File: config.mk
export PLATFORM = sky130hd
export DESIGN_NAME = rf_op_sequencer
export DESIGN_NICKNAME = d
export VERILOG_FILES = /design/src/rtl/rf_op_sequencer.sv
export SDC_FILE = /design/constraint.sdc
export NUM_CORES = 1
export LEC_CHECK = 0
export BUFFER_PORTS_ARGS = -buffer_cell sky130_fd_sc_hd__clkbuf_2
export CAP_MARGIN = 20
export CELL_PAD_IN_SITES_DETAIL_PLACEMENT = 1
export CELL_PAD_IN_SITES_GLOBAL_PLACEMENT = 2
export CORE_MARGIN = 2
export CORE_UTILIZATION = 34
export CTS_CLUSTER_SIZE = 40
export DETAILED_ROUTE_END_ITERATION = 10
export PLACE_DENSITY = 0.91
export SLEW_MARGIN = 20
export SYNTH_ARGS = -nofsm -noshare
export SYNTH_HDL_FRONTEND = slang
export SYNTH_SLANG_ARGS = --single-unit
File: constraint.sdc
create_clock -name clk -period 2.8 [get_ports clk]
set_clock_uncertainty 0.15 [all_clocks]
set_input_delay 0.14 -clock clk [delete_from_list [all_inputs] [get_ports clk]]
set_output_delay 0.14 -clock clk [all_outputs]
set_load 0.05 [all_outputs]
File: src/rtl/rf_op_sequencer.sv
// Register-file operation sequencer: accepts one ALU command, reads two sources,
// executes, and writes the result back over four cycles (IDLE/READ/EXEC/WRITE).
module rf_op_sequencer (
  input  logic               clk,
  input  logic               rst_n,
  input  logic               cmd_valid,
  output logic               cmd_ready,
  input  logic [2:0]         cmd_op,
  input  logic [4:0]         cmd_rs,
  input  logic [4:0]         cmd_rt,
  input  logic [4:0]         cmd_rd,
  output logic [4:0]         rf_r1_addr,
  output logic [4:0]         rf_r2_addr,
  input  logic signed [31:0] rf_r1_data,
  input  logic signed [31:0] rf_r2_data,
  output logic [4:0]         rf_w_addr,
  output logic [31:0]        rf_w_data,
  output logic               rf_we,
  output logic [31:0]        result,
  output logic               done
);

  localparam int unsigned DATA_W = 32;
  localparam int unsigned ADDR_W = 5;
  localparam int unsigned OP_W   = 3;

  typedef enum logic [1:0] {IDLE, READ, EXEC, WRITE} state_t;

  localparam logic [OP_W-1:0] OP_ADD = 3'b000;
  localparam logic [OP_W-1:0] OP_SUB = 3'b001;
  localparam logic [OP_W-1:0] OP_AND = 3'b010;
  localparam logic [OP_W-1:0] OP_OR  = 3'b011;
  localparam logic [OP_W-1:0] OP_XOR = 3'b100;
  localparam logic [OP_W-1:0] OP_SLT = 3'b101;
  localparam logic [OP_W-1:0] OP_SLL = 3'b110;
  localparam logic [OP_W-1:0] OP_SRA = 3'b111;

  state_t              state_q, state_d;
  logic [OP_W-1:0]     op_q, op_d;
  logic [ADDR_W-1:0]   rd_q, rd_d;
  logic [ADDR_W-1:0]   r1_addr_d, r2_addr_d, w_addr_d;
  logic [DATA_W-1:0]   w_data_d, result_d;
  logic                we_d, done_d, ready_d;
  logic [DATA_W-1:0]   alu_c;
  logic [4:0]          shamt_c;

  // Combinational ALU on the registered read data; only B[4:0] drives shifts.
  always_comb begin
    alu_c   = '0;
    shamt_c = rf_r2_data[4:0];
    case (op_q)
      OP_ADD:  alu_c = rf_r1_data + rf_r2_data;
      OP_SUB:  alu_c = rf_r1_data - rf_r2_data;
      OP_AND:  alu_c = rf_r1_data & rf_r2_data;
      OP_OR:   alu_c = rf_r1_data | rf_r2_data;
      OP_XOR:  alu_c = rf_r1_data ^ rf_r2_data;
      OP_SLT:  alu_c = {31'b0, (rf_r1_data < rf_r2_data)};
      OP_SLL:  alu_c = rf_r1_data << shamt_c;
      OP_SRA:  alu_c = rf_r1_data >>> shamt_c;
      default: alu_c = '0;
    endcase
  end

  // Next state and next values of every registered output.
  always_comb begin
    state_d   = state_q;
    op_d      = op_q;
    rd_d      = rd_q;
    r1_addr_d = rf_r1_addr;
    r2_addr_d = rf_r2_addr;
    w_addr_d  = rf_w_addr;
    w_data_d  = rf_w_data;
    result_d  = result;
    we_d      = 1'b0;
    done_d    = 1'b0;
    case (state_q)
      IDLE: begin
        if (cmd_valid && cmd_ready) begin
          op_d      = cmd_op;
          rd_d      = cmd_rd;
          r1_addr_d = cmd_rs;
          r2_addr_d = cmd_rt;
          state_d   = READ;
        end
      end
      READ: state_d = EXEC;
      EXEC: begin
        result_d = alu_c;
        w_addr_d = rd_q;
        w_data_d = alu_c;
        we_d     = (rd_q != '0);
        done_d   = 1'b1;
        state_d  = WRITE;
      end
      WRITE: state_d = IDLE;
      default: state_d = IDLE;
    endcase
    ready_d = (state_d == IDLE);
  end

  always_ff @(posedge clk or negedge rst_n) begin
    if (!rst_n) begin
      state_q    <= IDLE;
      op_q       <= '0;
      rd_q       <= '0;
      rf_r1_addr <= '0;
      rf_r2_addr <= '0;
      rf_w_addr  <= '0;
      rf_w_data  <= '0;
      rf_we      <= 1'b0;
      result     <= '0;
      done       <= 1'b0;
      cmd_ready  <= 1'b0;
    end else begin
      state_q    <= state_d;
      op_q       <= op_d;
      rd_q       <= rd_d;
      rf_r1_addr <= r1_addr_d;
      rf_r2_addr <= r2_addr_d;
      rf_w_addr  <= w_addr_d;
      rf_w_data  <= w_data_d;
      rf_we      <= we_d;
      result     <= result_d;
      done       <= done_d;
      cmd_ready  <= ready_d;
    end
  end

endmodule

==> After elaboration in Yosys (flattened, before gate mapping) <==
Index checks and enable logic that the tools add are counted.
{ "classes": {"eq_ne": 10, "magnitude_cmp": 1, "n_reduce_logical": 6, "n_shift": 2, "n_mux": 5, "bitwise_logic": 3, "n_addsub": 2} }
{ "ops": {"columns": ["op", "n"], "rows": [
  ["$pmux W32 S8", 1],
  ["$add A32 B32 Y32", 1],
  ["$and A32 B32 Y32", 1],
  ["$lt A32 B32 Y1", 1],
  ["$or A32 B32 Y32", 1],
  ["$shl A32 B5 Y32", 1],
  ["$sshr A32 B5 Y32", 1],
  ["$sub A32 B32 Y32", 1],
  ["$xor A32 B32 Y32", 1],
  ["$eq A3 B3 Y1 const B", 4],
  ["$pmux W2 S4", 1],
  ["$eq A3 B2 Y1 const B", 2],
  ["$reduce_bool A5 Y1", 1],
  ["$eq A2 B2 Y1 const B", 2],
  ["$logic_not A2 Y1", 2],
  ["$eq A3 B1 Y1 const B", 1],
  ["$logic_not A3 Y1", 1],
  ["$eq A2 B1 Y1 const B", 1],
  ["$mux W1", 2],
  ["$mux W2", 1],
  ["$reduce_and A2 Y1", 1],
  ["$logic_and A1 B1 Y1", 1]
]} }
{ "totals": {"word_cells": 39, "regBits": 60, "in_bits": 85, "output_inout_bits": 82} }

==> Depth between registers and ports, before layout <==
Gate-level depths: netlist of the first run.
{ "logic_depth": {"depth_word": 4, "ltp_mapped": 17, "mapped_depth_nobuf": 13} }

==> Worst setup path before layout of the first run <==
OpenSTA, ideal clock, no wires.
{ "synth_timing": {"kind": "input to register", "start": "in rf_r2_data[3]", "end": "reg result[20]", "t_required_ns": 2.530, "setup_ns": 0.120, "path_stages": 16, "path_buffers": 5, "slack_ns": -0.757, "arrival_ns": 3.288, "path_cell_list": "clkbuf_1 > inv_1 > clkbuf_1 > buf_2 > buf_2 > ha_1 > buf_2 > nor4_1 > o31a_1 > nor4_2 > o31a_1 > o211ai_1 > o221ai_1 > xnor2_1 > a21oi_1 > nor2_1"} }
{ "synth_via": {"elab_chain_len": 2, "elab_cells_between_ends": 5, "cone_classes": "2 x add/sub; 2 x shift; 1 x mux"} }
{ "synth_rtl": {"columns": ["item", "line", "text"], "rows": [
  ["from (decl)", "15", "input logic signed [31:0] rf_r2_data,"],
  ["$sub A32 B32 Y32 (tied with other cells)", "53", "OP_SUB: alu_c = rf_r1_data - rf_r2_data;"],
  ["$pmux W32 S8 *", "51", "case (op_q)"],
  ["to (signal assigned)", "123", "result <= result_d;"],
  ["to (decl)", "19", "output logic [31:0] result,"]
]} }
Mark *: on every way between the ends. The rest lies on a longest branch, timed or not.
A chain may end at the register's enable or synchronous reset.

==> Worst setup path in the final report of the first run <==
{ "layout_timing": {"start": "reg op_q[1]", "end": "reg result[28]"} }
{ "layout_via": {"elab_chain_len": 2, "elab_cells_between_ends": 9, "cone_classes": "7 x eq/ne; 1 x mux; 1 x reduce/logical"} }
{ "layout_rtl": {"columns": ["item", "line", "text"], "rows": [
  ["from (decl)", "39", "logic [OP_W-1:0] op_q, op_d;"],
  ["from (signal assigned)", "116", "op_q <= op_d;"],
  ["$eq A3 B3 Y1 (tied with other cells)", "51", null],
  ["$pmux W32 S8 *", "51", null]
]} }
Marked as above.

==> flow_summary.json, run 1 <==
{
  "root_buffer": "clkbuf_16",
  "yosysSeqAreaShare_pct": 13.6,
  "ys_ff_latch": 60,
  "io_buffer_count": 166,
  "clock-sinks": 60,
  "cts_buffers": 9,
  "final_cell_mix": "buf_4, nor2_1, clkbuf_2, a21oi_1, o21ai_0",
  "hold_path.class": "primary input to async pin",
  "outcome": "complete, but fails checks",
  "ys.flop_type": "dfrtp_1",
  "finalPower_mw": 12.1,
  "max_slew_margin_pct": 40.6,
  "clockPowerShare_pct": 9.4,
  "antenna_found_initial": 0,
  "drv_cap": 0,
  "hold_violations": 0,
  "timing.fmax_ghz": 0.352,
  "cp_data_arrival_time_ns": 2.96,
  "cp_max_fo": 9,
  "rsz0062_at_grt": "yes",
  "switching_power_mw": 7.18,
  "synth_area_mm2": 0.0111,
  "fp.dieH_um": 184,
  "combPwrFrac_pct": 75.9,
  "r2r_slack_ns": -0.04,
  "synth_edf_count": 0,
  "p_int_mw": 4.97,
  "cp_num_buf_inv": 0,
  "htree_levels": 3,
  "clock_latency_ns": 0.35,
  "cts_tree": "done",
  "final-setup-viol-count": 3,
  "place_area_mm2": 0.0141,
  "synth.largest_area_cell": "dfrtp_1",
  "gp_congestion": 1.11,
  "period_share_pct": 101,
  "rows": 66,
  "synthArstFlopShare_pct": 100,
  "vias_per_cell": 6.12,
  "final_area_mm2": 0.0148,
  "ir_worst_vdd_v": 0.000604,
  "clk_pin_slew_ns": 0.06,
  "nNetsFinal": 2050,
  "utilization_pct": 46.0,
  "r2r-end": "result[28]",
  "worst_path_largest_cell_delay_ns": 0.65,
  "cts_max_path_buffers": 2,
  "drv_slew": 0,
  "synth_nets": 1705,
  "ant_nets": 0,
  "seqPwrFrac_pct": 14.7,
  "netlist_top_cells_area": "dfrtp_1, ha_1, mux4_2, a21oi_1, nor2_1",
  "tns_ns": -0.0651,
  "worst_slew_pin_slew_ns": 0.888,
  "synth_top_area_share_pct": 13.6,
  "cp.required_ns": 2.93,
  "synth_cells": 1519,
  "r2r-start": "op_q[1]",
  "diodes": 0,
  "grt_max_degree": 72,
  "crit_chain": "nand2_1 -> or3_1 -> nor2_1 -> o211ai_1 -> o2111ai_1 -> a21oi_1 -> o211ai_1 -> a21oi_1 -> a31oi_1",
  "start_util_pct": 34.3,
  "drt_iter0_drc": 1560,
  "pin_count": 167,
  "die_w_um": 184,
  "critPathKind": "flip-flop to flip-flop",
  "worstSetupEndpointType": "flip-flop",
  "crit_family": "simple AND/OR/NAND/NOR gates",
  "grt_pass1_wl_um": 85300,
  "grt_use_total_pct": 33.2,
  "core_mm2": 0.0323,
  "timing.hold.ws_ns": 0.0377,
  "syn_to_final_growth_pct": 34.1,
  "r2r_cells": 9,
  "drc": 0,
  "hpwlAfterDp_um": 45500,
  "finalWorstSetupSlack_ns": -0.0390,
  "yosysWarnings": 0,
  "start_kind": "flip-flop",
  "dr_total_vias": 14100,
  "avgSynthCellArea_um2": 7.29,
  "firstDrtPassIters": 6,
  "finalCriticalPeriod_ns": 2.84,
  "grt_pass1_vias": 14400,
  "sw_frac_of_total_pct": 59.1,
  "ys_types": 82,
  "power_density_mw_per_mm2": 818,
  "fp.dieArea_mm2": 0.0340,
  "final_common_cell": "buf_4",
  "p_leak_nw": 6.77,
  "cpMaxStageDelayCell": "dfrtp_1",
  "drive_above_1_share_pct": 33.0,
  "overflow": 0,
  "violations": "setup timing",
  "wl_per_cell_um": 25.3,
  "drt_wl_total_um": 58500
}
cells in the mapped netlist, types with 6 or more instances:
master,n
a211o_1,10
a211oi_1,28
a21oi_1,166
a221oi_1,15
a31oi_1,18
a41oi_1,6
buf_1,20
buf_2,21
buf_4,41
clkbuf_1,65
dfrtp_1,60
ha_1,99
inv_1,108
mux2_2,35
mux2i_1,40
mux4_2,40
nand2_1,92
nand2b_1,13
nand3_1,28
nand4_1,6
nor2_1,217
nor3_1,36
nor4_1,8
o211ai_1,25
o21ai_0,133
o21bai_1,9
o221ai_1,12
o22ai_1,12
o31ai_1,14
or3_1,10
xnor2_1,25
area by class of cell:
class                   instances  area (µm²)
fillers                      4093       17400
multi-input cells            1201        8720
repair buffers                482        3360
flip-flops and latches         60        1500
well taps                     442         553
inverters                     110         429
clock buffers                  10         239
clock inverters                 3        40.0
per-layer routing:
metal / up-vias / track usage, % / part of all wire, %
met5: - / 0 / 0
met4: 0 / 22.8 / 8.1
met3: 265 / 6.58 / 9.6
met2: 899 / 54.0 / 45
met1: 6811 / 39.6 / 38
li1: 6148 / - / -
power by group through the flow:
stage               Combinational, mW  Sequential (mW)  Clock (mW)
floorplan                        4.53             2.85           0
global placement                 8.57             1.74           0
detailed placement               8.77             1.78           0
CTS                              8.84             1.77        1.14
global route                     9.65             1.84        1.18
finish                           9.22             1.79        1.14
cell families after synthesis:
group           share of synthesized area, %
simple gates                            17.6
compound gates                          29.1
buf+inv                                 10.4
mux                                     15.4
fa+ha+maj                               11.6
flops                                   13.6
xor+xnor                                2.37
worst max path at each step:
stage,endpoint,cells after the start,start
final,result[28],9,op_q[1]
after detailed placement,result[10],15,rf_r1_data[0]
after global routing,result[5],13,rf_r2_data[0]
after CTS,result[28],14,rf_r1_data[0]
after global placement,result[10],15,rf_r1_data[0]
after floorplan,result[30],16,rf_r2_data[3]
per-stage QoR:
step	worst slack [ns]	cells
floorplan	-0.219	1519
global placement	-0.409	2272
detailed placement	-0.453	2272
CTS	-0.0171	2304
global route	-0.0704	2308
finish	-0.0390	2308
timing repair:
| action | in CTS | in global routing |
|---|---|---|
| gates cloned | 0 | 2 |
| hold buffers | 19 | 0 |
| pin swaps | 0 | 25 |
| resized for setup | 3 | 52 |
| endpoints found under the hold margin | 78 | 0 |
| buffers inserted | 0 | 2 |
| endpoints found under the setup margin | 4 | 21 |
flip-flops by register name, indices dropped and copies added, names as in the netlist:
register and cells:
rf_r1_addr 5, result 32, rf_we 1, op_q 3, cmd_ready 1, done 1, state_q 2, rd_q 5
rf_w_addr 5, rf_r2_addr 5
worst register-to-register path: stages (launching register included):
cell and delay (ns):
dfrtp_1 0.65, nand2_1 0.28, or3_1 0.50, nor2_1 0.42
o211ai_1 0.24, o2111ai_1 0.16, a21oi_1 0.06, o211ai_1 0.12
a21oi_1 0.07, a31oi_1 0.13
(Power assumes the default switching activity.)
==> run 2: changes to the inputs <==
- ABC_AREA: unset -> 1
- CORE_UTILIZATION: 34 -> 30
- PLACE_DENSITY: 0.91 -> 0.9
==> run 2 against run 1 <==
Compared with the run above: the flow now finishes without violations; sequential power is 8% lower; critical path depth did not move; flip-flop and latch count is the same; die area up 28%; cell area shrank 2.3%; non-clock buffer count is 192 lower; worst setup slack better by 0.25 ns.
==> flow_summary.json, run 2 <==
{
  "outcome": "finished, final reports clean",
  "clock_latency_ns": 0.34,
  "overflow": 0,
  "power_density_mw_per_mm2": 735,
  "drv_slew": 0,
  "start_util_pct": 30.5,
  "r2r_cells": 9,
  "cp_max_fo": 18,
  "nNetsFinal": 2653,
  "synth_nets": 2490,
  "final_cell_mix": "nand2_1, nand3_1, inv_1, clkbuf_2, nor2_1",
  "antenna_found_initial": 0,
  "fp.dieArea_mm2": 0.0435,
  "io_buffer_count": 166,
  "r2r-start": "op_q[2]",
  "max_slew_margin_pct": 41.7,
  "muxShareOfSynthArea_pct": 1.35,
  "cts_max_path_buffers": 2,
  "worstSetupEndpointType": "flip-flop",
  "drc": 0,
  "die_w_um": 209,
  "drv_cap": 0,
  "hold_violations": 0,
  "worst_slew_pin_slew_ns": 0.874,
  "ys.flop_type": "dfrtp_1",
  "p_leak_nw": 8.33,
  "r2r_slack_ns": 0.21,
  "cp.required_ns": 2.89,
  "firstDrtPassIters": 6,
  "top_register": "result",
  "diodes": 0,
  "critPathKind": "flip-flop to flip-flop",
  "wl_per_cell_um": 22.2,
  "holdPathEnd": "state_q[0]",
  "grt_pass1_vias": 16200,
  "ant_nets": 0,
  "ir_worst_vdd_v": 0.000436,
  "synth_top_family_by_area": "simple AND/OR/NAND/NOR gates",
  "yosysWarnings": 0,
  "cts-resized-gates": 0,
  "grt_use_total_pct": 30.3,
  "start_kind": "flip-flop",
  "min_delay_path_depth": 3,
  "synth_edf_count": 0,
  "largest_register_ffs": 32,
  "synth_fa_ha_area_share_pct": 10.2,
  "drt_iter0_drc": 1605,
  "synth_top_area_share_pct": 22.1,
  "clock-sinks": 60,
  "final-setup-viol-count": 0,
  "cts_tree": "done",
  "ys_ff_latch": 60,
  "grt_max_degree": 65,
  "hpwlAfterDp_um": 55900,
  "vias_per_cell": 5.39,
  "pin_count": 167,
  "r2r-end": "result[30]",
  "synth_area_mm2": 0.0126,
  "grt_pass1_wl_um": 100000,
  "rsz0062_at_grt": "no",
  "synthMostInstantiatedCell": "nand2_1",
  "finalCriticalPeriod_ns": 2.59,
  "synth_compound_area_share_pct": 9.38,
  "htree_levels": 3,
  "core_mm2": 0.0411,
  "gp_congestion": 1.01,
  "drt_wl_total_um": 66700,
  "clk_pin_slew_ns": 0.06,
  "root_buffer": "clkbuf_16",
  "synth_xor_area_share_pct": 1.12,
  "ys_types": 50,
  "avgSynthCellArea_um2": 5.45,
  "cts_buffers": 9,
  "synthArstFlopShare_pct": 100,
  "synthTopCellsByCount": "nand2_1, nand3_1, inv_1",
  "fp.dieH_um": 209,
  "timing.fmax_ghz": 0.387,
  "dr_total_vias": 16200,
  "yosysSeqAreaShare_pct": 12.0,
  "synth_cells": 2304,
  "cp_data_arrival_time_ns": 2.67,
  "fillCellCount": 5796,
  "drive_above_1_share_pct": 14.0,
  "rows": 74,
  "netlist_top_cells_area": "nand2_1, nand3_1, dfrtp_1, ha_1, inv_1",
  "tns_ns": 0,
  "utilization_pct": 35.3,
  "period_share_pct": 92.4,
  "syn_to_final_growth_pct": 15.5,
  "synth.largest_area_cell": "nand2_1",
  "final_common_cell": "nand2_1",
  "timing.hold.ws_ns": 0.00842,
  "hold_path.class": "primary input to flip-flop",
  "hold_path.startpoint": "cmd_valid",
  "synthSimpleGateAreaFrac_pct": 49.2
}
-- run 2: cell count changes in the layout (fill, tap and decap cells not counted), sizes merged, moves of 47 or more --
cell	before	now
o21ai	137	64
nand2	93	742
nand3	28	448
inv	108	336
a21oi	166	94
nor2	217	170
buf	297	105
-- run 2: how the worst max path moves through the flow --
| stage | to | start | slack [ns] |
|---|---|---|---|
| after floorplan | result[31] | rf_r2_data[4] | 0.44 |
| after global placement | result[22] | rf_r2_data[19] | -0.08 |
| after detailed placement | result[22] | rf_r2_data[19] | -0.02 |
| after CTS | result[30] | op_q[2] | 0.22 |
| after global routing | result[30] | op_q[2] | 0.07 |
| final | result[30] | op_q[2] | 0.21 |
-- run 2: layout make-up --
| class | instances | area (µm²) | area share (%) |
|---|---|---|---|
| tap | 532 | 666 | 4.59 |
| clock buffer | 9 | 225 | 1.55 |
| multi-input combinational | 1770 | 8940 | 61.7 |
| sequential | 60 | 1500 | 10.4 |
| inverter | 336 | 1270 | 8.73 |
| timing repair buffer | 290 | 1850 | 12.7 |
| clock inverter | 7 | 51.3 | 0.354 |
-- run 2: what timing repair did --
item                       CTS  global route
buffers inserted             0             0
hold endpoints to repair    78             0
hold buffers                19             0
setup endpoints to repair    0             0
-- run 2: kinds of logic after synthesis --
logic type      count (synthesis)
compound gates                206
xor+xnor                       16
fa+ha+maj                     101
buf+inv                       474
flops                          60
mux                            15
simple gates                 1432
-- run 2: layer usage --
| layer | part of all wire, % | wire, µm | global-route usage [%] |
|---|---|---|---|
| met3 | 5.0 | 3360 | 2.01 |
| met1 | 45 | 29700 | 40.6 |
| met5 | 0 | 0 | 0 |
| met2 | 46 | 30400 | 50.4 |
| met4 | 4.8 | 3230 | 12.8 |
-- run 2: metrics by stage --
step / worst slack (ns) / instance area, µm² / total power, mW / cells
finish: 0.213 / 14500 / 10.7 / 3004
global route: 0.0746 / 14500 / 11.3 / 3004
CTS: 0.216 / 14500 / 10.6 / 3004
detailed placement: -0.0238 / 14000 / 9.49 / 2969
global placement: -0.0773 / 14000 / 9.36 / 2969
floorplan: 0.440 / 12600 / 7.02 / 2304
-- run 2: worst max-delay path, stage by stage, from the launching register on --
cell	delay [ns]
dfrtp_1	0.54
inv_4	0.16
nand3_2	0.39
o22ai_1	0.18
a21oi_1	0.28
nand3_1	0.11
a21oi_1	0.30
nand2_1	0.17
nor2_1	0.13
nor2_1	0.05
-- run 2: report_power, final --
group | switching [mW] | internal [mW] | total (mW)
registers | 0.358 | 1.30 | 1.65
clock network | 0.479 | 0.604 | 1.08
logic | 5.87 | 2.05 | 7.92
==> run 3: changes to the inputs <==
- CORE_UTILIZATION: 30 -> 33
- PLACE_DENSITY: 0.9 -> 0.95
- clock period: 2.8 -> 3.23 ns (I/O delays scaled with it)
==> run 3 against run 2 <==
Compared with the run above: sequential share of layout area rose by 0.35 points; first-iteration DRC count fell by 7.7%; via count fell by 2.0%; count of clock-buffer cells in the layout did not move; cell count fell by 2.7%; clock power fell by 6%; non-clock buffer count fell by 60; hold slack improved by 0.070 ns; core utilization rose by 2.0 points; critical path type unchanged; critical endpoint is now result[14]; largest cell class unchanged; largest power group unchanged; highest routed layer unchanged.
==> flow_summary.json, run 3 (synthesis results as in run 2) <==
{
  "cp.required_ns": 3.31,
  "max_slew_margin_pct": 47.4,
  "tns_ns": 0,
  "p_leak_nw": 8.04,
  "die_w_um": 199,
  "rows": 71,
  "dr_total_vias": 15900,
  "final-setup-viol-count": 0,
  "fp.dieH_um": 199,
  "final_cell_mix": "nand2_1, nand3_1, inv_1, clkbuf_2, nor2_1",
  "drc": 0,
  "worst_slew_pin_slew_ns": 0.787,
  "vias_per_cell": 5.43,
  "cts_setup_buffers": 0,
  "hold_path.class": "primary input to flip-flop",
  "start_kind": "flip-flop",
  "route.met3.wl_um": 3460,
  "final_area_mm2": 0.0140,
  "timing.hold.ws_ns": 0.0784,
  "grt_use_total_pct": 32.8,
  "dp.cells": 2888,
  "cts_tree": "done",
  "clk_pin_slew_ns": 0.06,
  "cpMaxStageDelayCell": "dfrtp_1",
  "worstSetupEndpointType": "flip-flop",
  "overflow": 0,
  "clock-sinks": 60,
  "cp_max_fo": 14,
  "cp.depth": 9,
  "wirelength_met1_um": 28900,
  "grt_max_degree": 65,
  "period_share_pct": 86.2,
  "firstDrtPassIters": 5,
  "crit_family": "simple AND/OR/NAND/NOR gates",
  "ir_worst_vdd_v": 0.000441,
  "wl_per_cell_um": 22.3,
  "grt_pass1_vias": 15700,
  "gp_congestion": 0.982,
  "hold_violations": 0,
  "worst_path_largest_cell_delay_ns": 0.54,
  "grt_pass1_wl_um": 96800,
  "final_common_cell": "nand2_1",
  "root_buffer": "clkbuf_16",
  "final_cells": 2924,
  "crit_chain": "inv_4 -> nand3_2 -> inv_1 -> a221oi_2 -> nand2_1 -> a21oi_1 -> nand2_1 -> nor2_1 -> nor2_1",
  "hpwlAfterDp_um": 53900,
  "largest_register_ffs": 32,
  "cp_data_arrival_time_ns": 2.86,
  "drt_wl_total_um": 65100,
  "fp.dieArea_mm2": 0.0396,
  "rsz0062_at_grt": "no",
  "critPathKind": "flip-flop to flip-flop",
  "finalCriticalPeriod_ns": 2.78,
  "clock_latency_ns": 0.34,
  "io_buffer_count": 166,
  "wl_met2_um": 29700,
  "drv_slew": 0,
  "pin_count": 167,
  "drv_cap": 0,
  "cts_max_path_buffers": 2,
  "utilization_pct": 37.3,
  "power_density_mw_per_mm2": 651,
  "top_register": "result",
  "core_mm2": 0.0376,
  "min_delay_path_depth": 3,
  "ant_nets": 0,
  "start_util_pct": 33.4,
  "cts_buffers": 9,
  "place_area_mm2": 0.0135,
  "topRoutingLayerUsed": "met4",
  "fillCellCount": 5326,
  "syn_to_final_growth_pct": 11.7,
  "drt_iter0_drc": 1481,
  "timing.fmax_ghz": 0.359,
  "drive_above_1_share_pct": 11.9,
  "htree_levels": 3,
  "r2r_cells": 9,
  "cp_num_buf_inv": 2,
  "antenna_found_initial": 2,
  "nNetsFinal": 2593,
  "outcome": "finished, final reports clean"
}
==> run 3: cell types whose count changed in the layout (fill, tap and decap cells not counted), sizes merged <==
cell and delta:
bufinv +1, clkinvlp +1, clkinv -2, buf -60, diode +1
==> run 3: through the flow <==
| stage | setup WS, ns | total power, mW |
|---|---|---|
| final | 0.445 | 9.13 |
| after global routing | 0.373 | 9.67 |
| after CTS | 0.548 | 9.08 |
| after detailed placement | 0.249 | 8.01 |
| after global placement | 0.300 | 7.89 |
| after floorplan | 0.848 | 6.08 |
==> run 3: cell type report <==
type                    instances  area (µm²)  share of cell area [%]
multi-input cells            1770        8940                    63.8
well taps                     511         639                    4.56
inverters                     336        1270                    9.03
clock inverters                 7        75.1                   0.535
flip-flops and latches         60        1500                    10.7
diodes                          1        2.50                  0.0178
clock buffers                   9         225                    1.61
repair buffers                230        1370                    9.78
==> run 3: metal layers <==
| layer | up-vias | GRT usage, % |
|---|---|---|
| met5 | - | 0 |
| met4 | 0 | 14.0 |
| met3 | 129 | 2.68 |
| met2 | 510 | 53.4 |
| met1 | 7682 | 44.2 |
| li1 | 7542 | - |
==> run 3: timing repair <==
item                                   in CTS  in global routing
hold buffers                               19                  0
resized for setup                           0                  0
endpoints found under the hold margin      45                  0
==> run 3: path summary, 6_finish.rpt <==
| path | slack, ns | startpoint | to |
|---|---|---|---|
| max | 0.45 | op_q[2] | result[14] |
| max reg2reg | 0.45 | op_q[2] | result[14] |
| min reg2reg | 0.33 | rf_w_addr[0] | rf_w_addr[0] |
| max in group asynchronous | 1.79 | rst_n | result[21] |
| min in group asynchronous | 0.29 | rst_n | result[8] |
| min | 0.08 | cmd_valid | state_q[0] |
==> run 3: worst register-to-register path: cells and delay by family (launching register included) <==
kind / cells / cell delay (ns)
AO/OA/AOI/OAI: 2 / 0.68
flip-flops: 1 / 0.54
AND/OR/NAND/NOR: 5 / 0.84
buffers and inverters: 2 / 0.46
==> run 3: power by group <==
group	internal [mW]	total [mW]	switching (mW)	leakage (nW)
logic	1.63	6.66	5.03	7.17
registers	1.12	1.45	0.325	0.729
clock network	0.602	1.02	0.422	0.138
total	3.36	9.13	5.78	8.04
